$ cat src/rtl/rgb_process_pkg.sv
// Shared types and constants for the rgb_process pixel pipeline.
// Edge detection is built only when RGB_PROCESS_EDGE_EN is defined.
package rgb_process_pkg;

  typedef enum logic [1:0] {
    PASS = 2'b00,
    GRAY = 2'b01,
    EDGE = 2'b10,
    INV  = 2'b11
  } mode_e;

  localparam int unsigned H_ACTIVE          = 640;
  localparam int unsigned V_ACTIVE          = 480;
  localparam int unsigned DEF_BRIGHT_OFFSET = 64;
  localparam int unsigned DEF_EDGE_THRESH   = 32;

  // 8-bit add that clamps at full scale instead of wrapping
  function automatic logic [7:0] sat_add8(input logic [7:0] a, input logic [7:0] b);
    logic [8:0] s;
    s = {1'b0, a} + {1'b0, b};
    return s[8] ? 8'hFF : s[7:0];
  endfunction

endpackage

$ cat src/rtl/rgb_process_luma.sv
// Combinational luma: Y = (R + 2G + B) >> 2, formed at 10 bits so it cannot overflow.
module rgb_luma (
  input  logic [7:0] r,
  input  logic [7:0] g,
  input  logic [7:0] b,
  output logic [7:0] y
);

  logic [9:0] sum;

  // weighted sum then divide by four
  always_comb begin
    sum = {2'b00, r} + {1'b0, g, 1'b0} + {2'b00, b};
    y   = 8'(sum >> 2);
  end

endmodule

$ cat src/rtl/rgb_process.sv
// Single-cycle RGB pixel processor: mode transform, brightness, channel
// suppress, then active-window blanking, all registered on CLOCK_50.
// Optional feature macro: RGB_PROCESS_EDGE_EN (edge mode); when undefined,
// mode 10 falls back to grayscale and no Yprev/comparator exists.
module rgb_process
  import rgb_process_pkg::*;
#(
  parameter int unsigned BRIGHT_OFFSET = DEF_BRIGHT_OFFSET,
  parameter int unsigned EDGE_THRESH   = DEF_EDGE_THRESH
) (
  input  logic        CLOCK_50,
  input  logic        RESET_N,
  input  logic        Icontrol1,
  input  logic        Icontrol2,
  input  logic        rIenable,
  input  logic        gIenable,
  input  logic        bIenable,
  input  logic        brightLevel,
  input  logic [7:0]  raw_VGA_R,
  input  logic [7:0]  raw_VGA_G,
  input  logic [7:0]  raw_VGA_B,
  input  logic [12:0] row,
  input  logic [12:0] col,
  output logic [7:0]  o_VGA_R,
  output logic [7:0]  o_VGA_G,
  output logic [7:0]  o_VGA_B
);

  localparam logic [7:0] BOFF = 8'(BRIGHT_OFFSET);

  mode_e      mode;
  logic [7:0] luma;
  logic [7:0] r_v, g_v, b_v;
  logic       apply_bright;
  logic [7:0] out_r_d, out_g_d, out_b_d;
  logic [7:0] out_r_q, out_g_q, out_b_q;

  assign mode = mode_e'({Icontrol2, Icontrol1});

  rgb_luma u_luma (
    .r (raw_VGA_R),
    .g (raw_VGA_G),
    .b (raw_VGA_B),
    .y (luma)
  );

`ifdef RGB_PROCESS_EDGE_EN
  localparam logic [8:0] THRESH9 = 9'(EDGE_THRESH);

  logic [7:0] yprev_d, yprev_q;
  logic [7:0] diff;
  logic       edge_hit;

  // luma difference against the previous pixel; line start never counts
  always_comb begin
    yprev_d  = luma;
    diff     = (luma >= yprev_q) ? (luma - yprev_q) : (yprev_q - luma);
    if (col == '0) diff = '0;
    edge_hit = ({1'b0, diff} >= THRESH9);
  end
`endif

  // transform -> brightness -> suppress -> window blank
  always_comb begin
    r_v = raw_VGA_R;
    g_v = raw_VGA_G;
    b_v = raw_VGA_B;
    unique case (mode)
      PASS: ;
      GRAY: begin r_v = luma; g_v = luma; b_v = luma; end
`ifdef RGB_PROCESS_EDGE_EN
      EDGE: begin
        r_v = edge_hit ? '1 : '0;
        g_v = r_v;
        b_v = r_v;
      end
`else
      EDGE: begin r_v = luma; g_v = luma; b_v = luma; end
`endif
      INV:  begin r_v = ~raw_VGA_R; g_v = ~raw_VGA_G; b_v = ~raw_VGA_B; end
    endcase

`ifdef RGB_PROCESS_EDGE_EN
    apply_bright = brightLevel && (mode != EDGE);
`else
    apply_bright = brightLevel;
`endif
    if (apply_bright) begin
      r_v = sat_add8(r_v, BOFF);
      g_v = sat_add8(g_v, BOFF);
      b_v = sat_add8(b_v, BOFF);
    end

    out_r_d = rIenable ? '0 : r_v;
    out_g_d = gIenable ? '0 : g_v;
    out_b_d = bIenable ? '0 : b_v;

    // unsigned compare also catches wrapped negative coordinates
    if (col >= 13'(H_ACTIVE) || row >= 13'(V_ACTIVE)) begin
      out_r_d = '0;
      out_g_d = '0;
      out_b_d = '0;
    end
  end

  // output register (and Yprev when edge mode is built)
  always_ff @(posedge CLOCK_50) begin
    if (!RESET_N) begin
      out_r_q <= '0;
      out_g_q <= '0;
      out_b_q <= '0;
`ifdef RGB_PROCESS_EDGE_EN
      yprev_q <= '0;
`endif
    end else begin
      out_r_q <= out_r_d;
      out_g_q <= out_g_d;
      out_b_q <= out_b_d;
`ifdef RGB_PROCESS_EDGE_EN
      yprev_q <= yprev_d;
`endif
    end
  end

  assign o_VGA_R = out_r_q;
  assign o_VGA_G = out_g_q;
  assign o_VGA_B = out_b_q;

endmodule

$ cat config.mk
export PLATFORM = sky130hd
export DESIGN_NAME = rgb_process
export DESIGN_NICKNAME = d
export VERILOG_FILES = /design/src/rtl/rgb_process_pkg.sv /design/src/rtl/rgb_process_luma.sv /design/src/rtl/rgb_process.sv
export SDC_FILE = /design/constraint.sdc
export NUM_CORES = 1
export LEC_CHECK = 0
export BUFFER_PORTS_ARGS = -buffer_cell sky130_fd_sc_hd__buf_2
export CAP_MARGIN = 20
export CORE_MARGIN = 1.5
export CORE_UTILIZATION = 51
export DETAILED_ROUTE_END_ITERATION = 10
export PLACE_DENSITY_LB_ADDON = 0.2
export SLEW_MARGIN = 15
export SYNTH_ARGS = -nofsm -noshare
export SYNTH_HDL_FRONTEND = slang
export SYNTH_SLANG_ARGS = --single-unit
$ cat constraint.sdc
create_clock -name CLOCK_50 -period 5.58 [get_ports CLOCK_50]
set_input_delay 1.395 -clock CLOCK_50 [delete_from_list [all_inputs] [get_ports CLOCK_50]]
set_output_delay 1.395 -clock CLOCK_50 [all_outputs]
set_load 0.01 [all_outputs]
After elaboration in Yosys (flattened, before gate mapping)
Cells that the tools add are included.
{ "totals": {"ff_bits": 24, "out_inout_bits": 24} }
{ "op_classes": {"addsub": 5, "order_cmp": 2, "n_eq_ne": 3, "muxes": 9, "n_bitwise": 4, "reduce_logical": 5} }
{ "ops": {"columns": ["cell", "n"], "rows": [
  ["2-to-1 mux 8 bit", 6],
  ["one-hot mux 8 bit (2 select lines)", 3],
  ["adder 8 x 7 -> 9 bit (second input constant)", 3],
  ["NOT 8 bit", 3],
  ["greater-or-equal comparator 13 x 10 -> 1 bit (second input constant)", 1],
  ["greater-or-equal comparator 13 x 9 -> 1 bit (second input constant)", 1],
  ["adder 10 x 8 -> 10 bit", 1],
  ["adder 8 x 9 -> 10 bit", 1],
  ["OR reduction 3 bit", 3],
  ["== test 2 bit (second input constant)", 2],
  ["== test 2 x 1 -> 1 bit (second input constant)", 1],
  ["OR reduction 2 bit", 1],
  ["logical OR 1 bit", 1],
  ["NOT 1 bit", 1]
]} }

Depth between registers and ports, before layout
{ "logic_depth": {"ltp_word": 6, "mapped_depth": 9, "depth_no_buf": 9} }

Modules after synthesis
From an unflattened synthesis, not the netlist that was laid out.
{ "unflattened": {"cells_unflattened": 195, "hier_area_um2": 1841.8} }
{ "by_module_without_submodules": {"columns": ["mod", "n_inst", "cells_each", "area_per_inst_um2"], "rows": [
  ["rgb_process", 1, 146, 1376.3],
  ["rgb_luma", 1, 49, 465.4]
]} }

Least setup slack after synthesis
OpenSTA, ideal clock, no wires.
{ "synth_path": {"kind": "input -> register", "start": "input raw_VGA_R[1]", "end": "register out_r_q[0], in the netlist o_VGA_R[0]", "setup_time_ps": 128, "arrival_ps": 3555, "t_required_ps": 5452, "setup_slack_ps": 1897, "stages": 9, "n_path_buf": 0, "path_cell_list": "fa_1 > and3_1 > fa_1 > a211oi_1 > nor2_1 > o31ai_1 > nand3_1 > nand4_1 > o21ai_0"} }
{ "synth_between": {"elab_chain_len": 6} }
{ "synth_lines": {"columns": ["element", "line", "source"], "rows": [
  ["start: declaration", "rgb_process.sv:19", "input logic [7:0] raw_VGA_R,"],
  ["adder 8 x 9 -> 10 bit", "rgb_process_luma.sv:13", "sum = {2'b00, r} + {1'b0, g, 1'b0} + {2'b00, b};"],
  ["adder 10 x 8 -> 10 bit", "rgb_process_luma.sv:13", null],
  ["one-hot mux 8 bit (2 select lines) (*)", "rgb_process.sv:68", "unique case (mode)"],
  ["adder 8 x 7 -> 9 bit", "rgb_process_pkg.sv:20", "s = {1'b0, a} + {1'b0, b};"],
  ["2-to-1 mux 8 bit", "rgb_process_pkg.sv:21", "return s[8] ? 8'hFF : s[7:0];"],
  ["2-to-1 mux 8 bit (*)", "rgb_process.sv:88", "if (apply_bright) begin"],
  ["end signal: assignment", "rgb_process.sv:116", "out_r_q <= out_r_d;"],
  ["end: declaration", "rgb_process.sv:36", "logic [7:0] out_r_q, out_g_q, out_b_q;"]
]} }
Every way passes the cells marked *; elsewhere a longest branch is shown, timed or not.
A chain may end at the register's enable or synchronous reset.

Worst setup path after layout
{ "layout_path": {"start": "input raw_VGA_R[1]", "end": "register out_r_q[4], in the netlist o_VGA_R[4]"} }
Same word-level chain as after synthesis.

==> out/results.ini <==
[cts]
cts_tree = yes
htree_num_levels = 1
cts_setup_buffers = 0
cts_resized = 0
clockBufferDepth = 2
cts_made_buffers = 3
clock-root-buffer = clkbuf_4
clkTransAtPathRegs_ns = 0.11
cts_hold_buffers = 0
cts.sinks = 24

[yosys]
synth.distinct_cells = 44
async_flop_share_pct = 0
avgSynthCellArea_um2 = 8.127
netlist_area_mm2 = 0.001820
ys_warn_count = 0
ys_seq_area_share_pct = 26.39
netlist_instances = 224
synth_nets = 299
synth_seq_cells = 24
synth_edf_count = 0
synthFlopType = dfxtp_1

[global_routing]
track_usage_pct = 22.25
antenna_found_initial = 0
grtUsageMet2_pct = 32.39
top_usage_layer = met1
overflow = 0
met3_usage_pct = 3.063
grt_util_met1_pct = 34.32
grt_pass1_vias = 1549
grt_max_degree = 36
grt_pass1_wl_mm = 7.189

[sta]
rsz0062_at_grt = no
setup-violations-final = 0
fin_crit_ns = 3.876
fmax_mhz = 258.0
finalCritPeriodShare_pct = 69.46
hold_viol = 0
setup_ws_ns = 1.704
tightest_slew_ns = 0.6456
maxSlewViolCount = 0
tns_ns = 0
hold_ws_ns = 1.422
slew-limit-headroom_pct = 56.96

[routing]
drc_errors = 0
avgRoutedWirePerCell_um = 13.11
routed_wl_mm = 4.391
drt_iter0_drc = 126
vias_per_cell = 5.421
num_vias = 1816
ant_nets = 0
drt_pass1_iterations = 5

[floorplanning]
row_count = 21
die_h_um = 62.75
floorplan.io_pins = 82
core_mm2 = 0.003390
fp.dieW_um = 62.75
start_util_pct = 53.71
die-area_mm2 = 0.003937

[power]
pwr-share-clk_pct = 19.2
p_comb_share_pct = 42.2
seqPwrFrac_pct = 38.6
p_int_w = 0.0002897
switching_share_pct = 34.73
p_leak_nw = 1.080
p_sw_w = 0.0001541
vdd_ir_drop_max_mv = 0.08537
power_density_mw_per_mm2 = 200.9

[critical_path]
worstSetupStartpointType = input port
critical_path_class = input port to flop
crit_path_frequent_cell = fa_1
worst_ep_required_time_ns = 5.76
cp_slowest_stage_delay_ns = 0.49
endpoint_kind = flop
cp_cell_sequence = buf_2, fa_1, and3_1, fa_1, a211oi_1, nor2_1, o31ai_1, nand3_1, nand4_1, o21ai_0
crit_path_max_fanout = 6
crit_arrival_ns = 4.06
cpMaxStageDelayCell = fa_1

[cells_and_area]
design_area_mm2 = 0.002210
mostFrequentLayoutCell = buf_2
layout.cells.non_filler = 335
drive_gt1_share_pct = 27.68
nets = 365
layout_common_cells = 69 x buf_2, 25 x nand2_1, 24 x dfxtp_1, 21 x o21ai_0, 21 x a21oi_1
seq_area_um2 = 480.5
multiInputGateArea_mm2 = 0.001252
fillCellCount = 320
antenna_cells = 0
area_growth_pct = 21.37

[placed_design]
place.port_buffers = 69
dp_slack_ns = 1.417
placed_area_mm2 = 0.002173
dp_hpwl_mm = 3.537
place_congestion = 0.9466
dp.cells = 331

[hold_path]
hp-class = input port to flop

[job]
drv_cap = 0

[outcome]
status = completed

-- per-stage QoR --
step	utilization [%]	total power, W
detailed placement	64.12	0.0003578
floorplan	-	0.0003119
global route	65.19	0.0004776
global placement	64.12	0.0003562
finish	65.19	0.0004438
CTS	65.19	0.0004420
-- cells in the mapped netlist (2+ instances only) --
cell type | count | area (um2)
nand2_1 | 25 | 93.84
dfxtp_1 | 24 | 480.5
a21oi_1 | 21 | 105.1
o21ai_0 | 21 | 105.1
nand2b_1 | 12 | 75.07
nor2_1 | 12 | 45.04
ha_1 | 9 | 112.6
nand3_1 | 9 | 45.04
fa_1 | 8 | 160.2
inv_1 | 8 | 30.03
a211oi_1 | 6 | 45.04
nor3_1 | 6 | 30.03
a21o_1 | 5 | 37.54
and3_1 | 4 | 25.02
clkbuf_1 | 4 | 15.01
nor2b_1 | 4 | 25.02
o211a_1 | 4 | 40.04
o31ai_1 | 4 | 30.03
a221o_1 | 3 | 30.03
a31oi_1 | 3 | 18.77
a41oi_1 | 3 | 26.28
nand4_1 | 3 | 18.77
a211oi_2 | 2 | 25.02
buf_6 | 2 | 22.52
nor3b_1 | 2 | 15.01
or2b_2 | 2 | 17.52
-- critical path, delay by kind of cell --
family,cells,cell delay [ns]
adder cells (fa/ha/maj),2,0.90
AO/OA/AOI/OAI,3,0.89
AND/OR/NAND/NOR,4,0.74
buffers and inverters,1,0.12
-- path summary, 6_finish.rpt --
path / start / to / depth (start not counted)
max: raw_VGA_R[1] / o_VGA_R[4] / 10
min: brightLevel / o_VGA_B[7] / 3
-- flip-flops by register name, summed over array words and instances, names as in the netlist --
register and cells:
o_VGA_B 8, o_VGA_G 8, o_VGA_R 8
-- cells by family (layout without fill, tap and decap cells) --
logic type | after synthesis | in the layout | synth area share [%]
multiplexers | 2 | 2 | 1.168
AO/OA/AOI/OAI | 78 | 78 | 28.39
AND/OR/NAND/NOR | 85 | 85 | 23.78
XOR/XNOR | 1 | 1 | 0.4812
flip-flops | 24 | 24 | 26.39
adder cells (fa/ha/maj) | 17 | 17 | 14.98
buffers and inverters | 17 | 82 | 4.811
-- final cells by class --
type	instances	share of cell area [%]
inverter	8	1.359
sequential	24	21.74
clock buffer	4	1.642
timing repair buffer	70	15.97
tap	46	2.605
multi-input combinational	183	56.68
-- power groups by stage --
| stage | logic (W) | clock network (W) | registers, W |
|---|---|---|---|
| after floorplan | 0.000136 | 0 | 0.000175 |
| after global placement | 0.000181 | 0 | 0.000175 |
| after detailed placement | 0.000182 | 0 | 0.000175 |
| after CTS | 0.000184 | 0.0000866 | 0.000171 |
| after global routing | 0.000210 | 0.0000957 | 0.000172 |
| final | 0.000187 | 0.0000852 | 0.000171 |
-- routing by layer --
layer  vias up  part of all wire, %
met2        71                   45
met5         -                    0
met3         4                  6.6
met4         0                 0.98
met1       790                   47
li1        951                    -
Note: power is estimated with default switching activity, not from simulation.
